File: src/rtl/systolic_tile_sequencer.sv
// Control sequencer for one systolic_array tile: clear, feed k blocks, flush,
// snapshot accumulators, then pace readout of all W*H results.
module systolic_tile_sequencer #(
  parameter int SLICES       = 2,
  parameter int K_BITS       = 8,
  parameter int FLUSH_CYCLES = SLICES,
  localparam int N_OUT       = 2 * SLICES * SLICES,
  localparam int IDX_W       = $clog2(N_OUT)
) (
  input  logic              clk,
  input  logic              reset,
  input  logic              start,
  input  logic              abort,
  input  logic [K_BITS-1:0] k_blocks,
  output logic              in_ready,
  output logic              restart_inputs,
  output logic              reset_accumulators,
  output logic              copy_accumulator_values_to_out_queue,
  output logic              restart_out_queue,
  output logic              out_valid,
  output logic [IDX_W-1:0]  out_index,
  output logic              busy,
  output logic              done
);

  localparam int SL_W = (SLICES > 1) ? $clog2(SLICES) : 1;
  localparam int FL_W = (FLUSH_CYCLES > 1) ? $clog2(FLUSH_CYCLES) : 1;

  typedef enum logic [2:0] {
    IDLE, PREP, FEED, FLUSH, COPY, READOUT, ABORT
  } state_t;

  state_t            state_q, state_n;
  logic [SL_W-1:0]   slice_q, slice_n;
  logic [K_BITS-1:0] blk_q, blk_n;
  logic [K_BITS-1:0] k_q, k_n;
  logic [FL_W-1:0]   flush_q, flush_n;
  logic [IDX_W-1:0]  idx_q, idx_n;
  logic              cancel;

  assign cancel = abort && (state_q != IDLE) && (state_q != ABORT);

  always_comb begin
    state_n = state_q;
    slice_n = slice_q;
    blk_n   = blk_q;
    k_n     = k_q;
    flush_n = flush_q;
    idx_n   = idx_q;
    if (cancel) begin
      state_n = ABORT;
      slice_n = '0;
      blk_n   = '0;
      flush_n = '0;
      idx_n   = '0;
    end else begin
      case (state_q)
        IDLE: if (start) begin
          state_n = PREP;
          k_n     = k_blocks;
          slice_n = '0;
          blk_n   = '0;
          flush_n = '0;
          idx_n   = '0;
        end
        PREP: begin
          if (k_q != '0)             state_n = FEED;
          else if (FLUSH_CYCLES > 1) state_n = FLUSH;
          else                       state_n = COPY;
        end
        FEED: begin
          if (slice_q == SL_W'(SLICES - 1)) begin
            slice_n = '0;
            if (blk_q == k_q - K_BITS'(1)) begin
              blk_n   = '0;
              state_n = (FLUSH_CYCLES > 1) ? FLUSH : COPY;
            end else begin
              blk_n = blk_q + K_BITS'(1);
            end
          end else begin
            slice_n = slice_q + SL_W'(1);
          end
        end
        FLUSH: begin
          if (flush_q == FL_W'(FLUSH_CYCLES - 2)) begin
            flush_n = '0;
            state_n = COPY;
          end else begin
            flush_n = flush_q + FL_W'(1);
          end
        end
        COPY: begin
          state_n = READOUT;
          idx_n   = '0;
        end
        READOUT: begin
          if (idx_q == IDX_W'(N_OUT - 1)) begin
            idx_n   = '0;
            state_n = IDLE;
          end else begin
            idx_n = idx_q + IDX_W'(1);
          end
        end
        ABORT:   state_n = IDLE;
        default: state_n = IDLE;
      endcase
    end
  end

  // Outputs are registered from the next-state decode so they line up with state_q.
  always_ff @(posedge clk or posedge reset) begin
    if (reset) begin
      state_q                              <= IDLE;
      slice_q                              <= '0;
      blk_q                                <= '0;
      k_q                                  <= '0;
      flush_q                              <= '0;
      idx_q                                <= '0;
      in_ready                             <= 1'b0;
      restart_inputs                       <= 1'b0;
      reset_accumulators                   <= 1'b0;
      copy_accumulator_values_to_out_queue <= 1'b0;
      restart_out_queue                    <= 1'b0;
      out_valid                            <= 1'b0;
      busy                                 <= 1'b0;
      done                                 <= 1'b0;
    end else begin
      state_q                              <= state_n;
      slice_q                              <= slice_n;
      blk_q                                <= blk_n;
      k_q                                  <= k_n;
      flush_q                              <= flush_n;
      idx_q                                <= idx_n;
      in_ready                             <= (state_n == FEED);
      restart_inputs                       <= (state_n == PREP) || (state_n == COPY) || (state_n == ABORT);
      reset_accumulators                   <= (state_n == PREP) || (state_n == COPY) || (state_n == ABORT);
      copy_accumulator_values_to_out_queue <= (state_n == COPY);
      restart_out_queue                    <= (state_n == COPY);
      out_valid                            <= (state_n == READOUT);
      busy                                 <= (state_n != IDLE);
      done                                 <= (state_n == READOUT) && (idx_n == IDX_W'(N_OUT - 1));
    end
  end

  assign out_index = idx_q;

endmodule

File: config.mk
export PLATFORM = sky130hd
export DESIGN_NAME = systolic_tile_sequencer
export DESIGN_NICKNAME = d
export VERILOG_FILES = /design/src/rtl/systolic_tile_sequencer.sv
export SDC_FILE = /design/constraint.sdc
export NUM_CORES = 1
export LEC_CHECK = 0
export BUFFER_PORTS_ARGS = -buffer_cell sky130_fd_sc_hd__buf_2
export CORE_UTILIZATION = 56
export DETAILED_ROUTE_END_ITERATION = 10
export GPL_TIMING_DRIVEN = 1
export PLACE_DENSITY = 0.78
export SLEW_MARGIN = 20
export SYNTH_ARGS = -nofsm -noshare
export SYNTH_HDL_FRONTEND = slang
export SYNTH_SLANG_ARGS = --single-unit
File: constraint.sdc
create_clock -name clk -period 2.45 [get_ports clk]
set_input_delay 0.1225 -clock clk [delete_from_list [all_inputs] [get_ports clk]]
set_output_delay 0.1225 -clock clk [all_outputs]
set_load 0.03 [all_outputs]
# ---- Word level (Yosys, flattened, before mapping)
# Index checks and enable logic that the tools add are counted.
# W data, S select, Z words.
dict set report word_totals {
  elab_cells 73
  register_bits 30
  output_inout_bits 11
}
dict set report op_classes {
  n_addsub 5
  n_bitwise 1
  eq_ne 16
  n_reduce_logical 15
  n_mux 24
}
# cell n
set op_table {}
lappend op_table {{$mux W8} 4}
lappend op_table {{$mux W3} 9}
lappend op_table {{$eq A3 B3 Y1 const B} 7}
lappend op_table {{$pmux W3 S6} 1}
lappend op_table {{$pmux W8 S2} 1}
lappend op_table {{$reduce_bool A3 Y1} 4}
lappend op_table {{$eq A3 B2 Y1 const B} 3}
lappend op_table {{$ne A3 B3 Y1 const B} 3}
lappend op_table {{$pmux W3 S3} 1}
lappend op_table {{$add A8 B1 Y8 const B} 1}
lappend op_table {{$eq A8 B8 Y1} 1}
lappend op_table {{$reduce_bool A8 Y1} 1}
lappend op_table {{$sub A8 B1 Y8 const B} 1}
lappend op_table {{$eq A3 B1 Y1 const B} 2}
lappend op_table {{$mux W1} 6}
lappend op_table {{$reduce_and A3 Y1} 2}
lappend op_table {{$pmux W1 S2} 2}
lappend op_table {{$reduce_and A2 Y1} 2}
lappend op_table {{$add A3 B1 Y3 const B} 1}
lappend op_table {{$logic_and A1 B1 Y1} 3}
lappend op_table {{$logic_not A3 Y1} 1}
lappend op_table {{$add A1 B1 Y1 const B} 2}
lappend op_table {{$logic_or A1 B1 Y1} 2}
lappend op_table {{$not A1 Y1} 1}

# ---- Depth between registers and ports, before layout
dict set report depth {
  word_depth 9
  ltp_mapped 8
}

# ---- Least setup slack after synthesis
# No wires, ideal clock.
dict set report synth_timing {
  path_type {reg-to-reg}
  from {reg k_q[0]}
  to {reg in_ready}
  stages_incl_launch_ff 7
  arrival_ns 1.888
  setup_slack_ns 0.424
  cell_sequence {dfrtp_1 or3_1 or4b_1 o311ai_2 nand4_4 o21a_1 nor4b_4}
}
dict set report synth_between {
  elab_chain_len 7
}
# element line_no
set synth_rtl {}
lappend synth_rtl {{start, declared} 36} ;# logic [K_BITS-1:0] k_q, k_n;
lappend synth_rtl {{start signal, assigned} 131} ;# k_q <= k_n;
lappend synth_rtl {{$sub A8 B1 Y8} 74} ;# if (blk_q == k_q - K_BITS'(1)) begin
lappend synth_rtl {{$eq A8 B8 Y1} 74}
lappend synth_rtl {{$mux W3} 74}
lappend synth_rtl {{$mux W3} 72} ;# if (slice_q == SL_W'(SLICES - 1)) begin
lappend synth_rtl {{$pmux W3 S6 (*)} 57} ;# case (state_q)
lappend synth_rtl {{$mux W3 (*)} 50} ;# if (cancel) begin
lappend synth_rtl {{$eq A3 B2 Y1 (*)} 134} ;# in_ready <= (state_n == FEED);
lappend synth_rtl {{end signal, assigned} 134}
lappend synth_rtl {{end, declared} 15} ;# output logic in_ready,
# Mark *: on every way between the ends. The rest lies on a longest branch, timed or not.
# A chain may end at the register's enable or synchronous reset.

# ---- Worst setup path after layout
# Same ends and word-level chain as after synthesis.

==> results.json <==
{
  "status": "complete, no violations",
  "worst-path-stages": 8,
  "ys.flop_type": "dfrtp_1",
  "dp_cells": 221,
  "cts_sinks": 29,
  "yosys.cell_count.top_type": "dfrtp_1",
  "total_leakage_power_nw": 0.851,
  "rsz0062_at_grt": "no",
  "syn-num-nets": 188,
  "ys_ff_latch": 29,
  "hp-class": "in -> reg",
  "synth_area_mm2": 0.00164,
  "crit_path_cell_trace": "inv_1 > ha_1 > nor2b_1 > or3_1 > a31oi_1 > nand4_4 > o21a_1 > nor4b_4",
  "synth_edf_count": 0,
  "clkTransAtPathRegs_ps": 90,
  "hold_viol": 0,
  "grt_first_pass_wirelength_mm": 6.27,
  "dp_hpwl_mm": 2.61,
  "die_x_um": 56.2,
  "synth.distinct_cells": 43,
  "required_ps": 2640,
  "tightest_slew_ps": 725,
  "tritoncts": "yes",
  "min_path_cells": 3,
  "wl_per_cell_um": 15.4,
  "yosysWarnings": 0,
  "postRouteAntennaNets": 0,
  "htree_levels": 2,
  "core_mm2": 0.00276,
  "fin_tns_setup_ps": 0,
  "crit_slowest_cell": "dfrtp_1",
  "critPathMaxStageDelay_ps": 410,
  "grt_overflow_total": 0,
  "cp-end-kind": "register",
  "fmax_mhz": 454,
  "worst-path-buf-inv": 1,
  "dpl_cell_area_mm2": 0.00178,
  "port_buffers": 22,
  "critPathMaxFanout": 10,
  "path_class": "reg -> reg",
  "fin_crit_sh": 0.899,
  "grt_pass1_vias": 1376,
  "place_congestion": 0.871,
  "grt_usage": 0.259,
  "drtIter0Drc": 54,
  "finalSetupViolations": 0,
  "ctsRootBufferMaster": "clkbuf_4",
  "die_y_um": 56.2,
  "ys_top_cells_by_count": "dfrtp_1, nand2_1, nor2_1, o21ai_0",
  "reg2reg_depth": 8,
  "top_level_ports": 23,
  "power.density_mw_per_mm2": 1090,
  "finalCriticalPeriod_ps": 2200,
  "max-clock-path-buffers": 2,
  "routed_wirelength_mm": 3.56,
  "n_antenna_cell": 0,
  "antenna_found_initial": 0,
  "numCtsBuffers": 5,
  "synth_area_leaders": "dfrtp_1, nand2_1, nor2_1",
  "drv_cap": 0,
  "rows": 19,
  "grt_max_degree": 28,
  "synth_largest_area_cell": "dfrtp_1",
  "finClkSkew_ps": 7.71,
  "drv_slew": 0,
  "final_nets": 215,
  "dieArea_mm2": 0.00316,
  "fin_cells": 231,
  "start_util": 0.596,
  "synth_top_area_share": 0.441,
  "crit_family": "simple AND/OR/NAND/NOR gates",
  "drcViolationCount": 0,
  "synth_cells": 172,
  "final_layout_size_suffix_gt1_frac": 0.210,
  "avgViaCountPerCell": 5.93,
  "ys_seq_area_frac": 0.441,
  "vias": 1369,
  "async_reset_ff_frac": 1.00,
  "drt_pre_antenna_iters": 5,
  "clock_latency_ps": 330,
  "postLayoutCellArea_mm2": 0.00185,
  "synthToLayoutAreaGrowth_pct": 12.7,
  "syn_avg_cell_area_um2": 9.56,
  "peakVddDrop_uv": 743,
  "crit_path_start_kind": "register",
  "slew_headroom": 0.517,
  "cp.arrival_ps": 2400
}
routing by layer:
layer | track usage | vias up | wire length (um)
met5 | 0 | - | 0
met4 | 0.108 | 0 | 54
met3 | 0.0628 | 5 | 122
met2 | 0.432 | 22 | 1810
met1 | 0.320 | 665 | 1580
li1 | - | 677 | -
sequential cells by signal, summed over array words and instances (netlist names):
name	flops
out_valid	1
state_q	3
out_index	3
blk_q	8
restart_out_queue	1
slice_q	1
in_ready	1
k_q	8
reset_accumulators	1
busy	1
done	1
repair_timing:
action                                  4_1_cts  5_1_grt
hold endpoints to repair                     30        0
endpoints found under the setup margin        0        0
setup buffers                                 0        0
gates resized for setup                       0        0
hold buffers                                  2        0
report_power, final:
| part | internal [mW] | switching [mW] |
|---|---|---|
| sequential | 0.616 | 0.164 |
| clock | 0.109 | 0.163 |
| combinational | 0.379 | 0.590 |
| total | 1.10 | 0.917 |
path summary, 6_finish.rpt:
path                                     start                   end  slack (ps)
setup / recovery            k_q[0]$_DFFE_PP0P_    in_ready$_DFF_PP0_         250
hold / removal                     k_blocks[0]    k_q[0]$_DFFE_PP0P_          10
setup reg to reg            k_q[0]$_DFFE_PP0P_    in_ready$_DFF_PP0_         250
hold reg to reg            slice_q$_DFFE_PP0P_   slice_q$_DFFE_PP0P_         530
max in group asynchronous                reset  blk_q[7]$_DFFE_PP0P_        1710
min in group asynchronous                reset    k_q[1]$_DFFE_PP0P_         190
cells by family (layout without fill, tap and decap cells):
group	Yosys count	count (layout)	share of synthesized area
fa+ha+maj	4	4	0.0304
simple gates	71	71	0.237
mux	7	7	0.0464
compound gates	37	37	0.155
xor+xnor	10	10	0.0533
buf+inv	14	42	0.0365
flops	29	29	0.441
cell usage in the layout (no fill, tap or decap), types with 3 or more instances in the layout:
| master | synthesis | routed |
|---|---|---|
| dfrtp_1 | 29 | 29 |
| nand4_1 | 4 | 4 |
| o311ai_1 | 3 | 3 |
| mux2_2 | 5 | 5 |
| a21oi_1 | 3 | 3 |
| ha_1 | 4 | 4 |
| buf_2 | 0 | 22 |
| nand2_1 | 22 | 22 |
| clkbuf_4 | 0 | 5 |
| or3_1 | 3 | 3 |
| nand3_1 | 7 | 7 |
| xor2_1 | 4 | 4 |
| nor2_1 | 16 | 16 |
| nor2b_1 | 5 | 5 |
| buf_4 | 2 | 3 |
| o21ai_0 | 11 | 11 |
| inv_1 | 7 | 7 |
| xnor2_1 | 6 | 6 |
| a31oi_1 | 4 | 4 |
tightest hold or removal path, stage by stage:
cell     delay [ps]
buf_2            80
nand2_1          30
o21ai_0          70
through the flow:
| step | power [mW] | util | setup slack, ps | hold WS [ps] |
|---|---|---|---|---|
| finish | 2.02 | 0.672 | 248 | 13.8 |
| global route | 2.18 | 0.672 | 143 | 21.0 |
| CTS | 2.02 | 0.672 | 274 | 7.19 |
| detailed placement | 1.75 | 0.646 | 297 | -11.7 |
| global placement | 1.70 | 0.646 | 365 | -19.6 |
| floorplan | 1.52 | - | 424 | 201 |
layout make-up:
| class | instances | area, um^2 |
|---|---|---|
| Tap cell | 31 | 38.8 |
| Clock inverter | 2 | 10.0 |
| Clock buffer | 6 | 41.3 |
| Sequential cell | 29 | 726 |
| Fill cell | 219 | 905 |
| Multi-Input combinational cell | 129 | 858 |
| Inverter | 7 | 26.3 |
| Timing Repair Buffer | 27 | 153 |
Power figures use the tool's default switching activity.
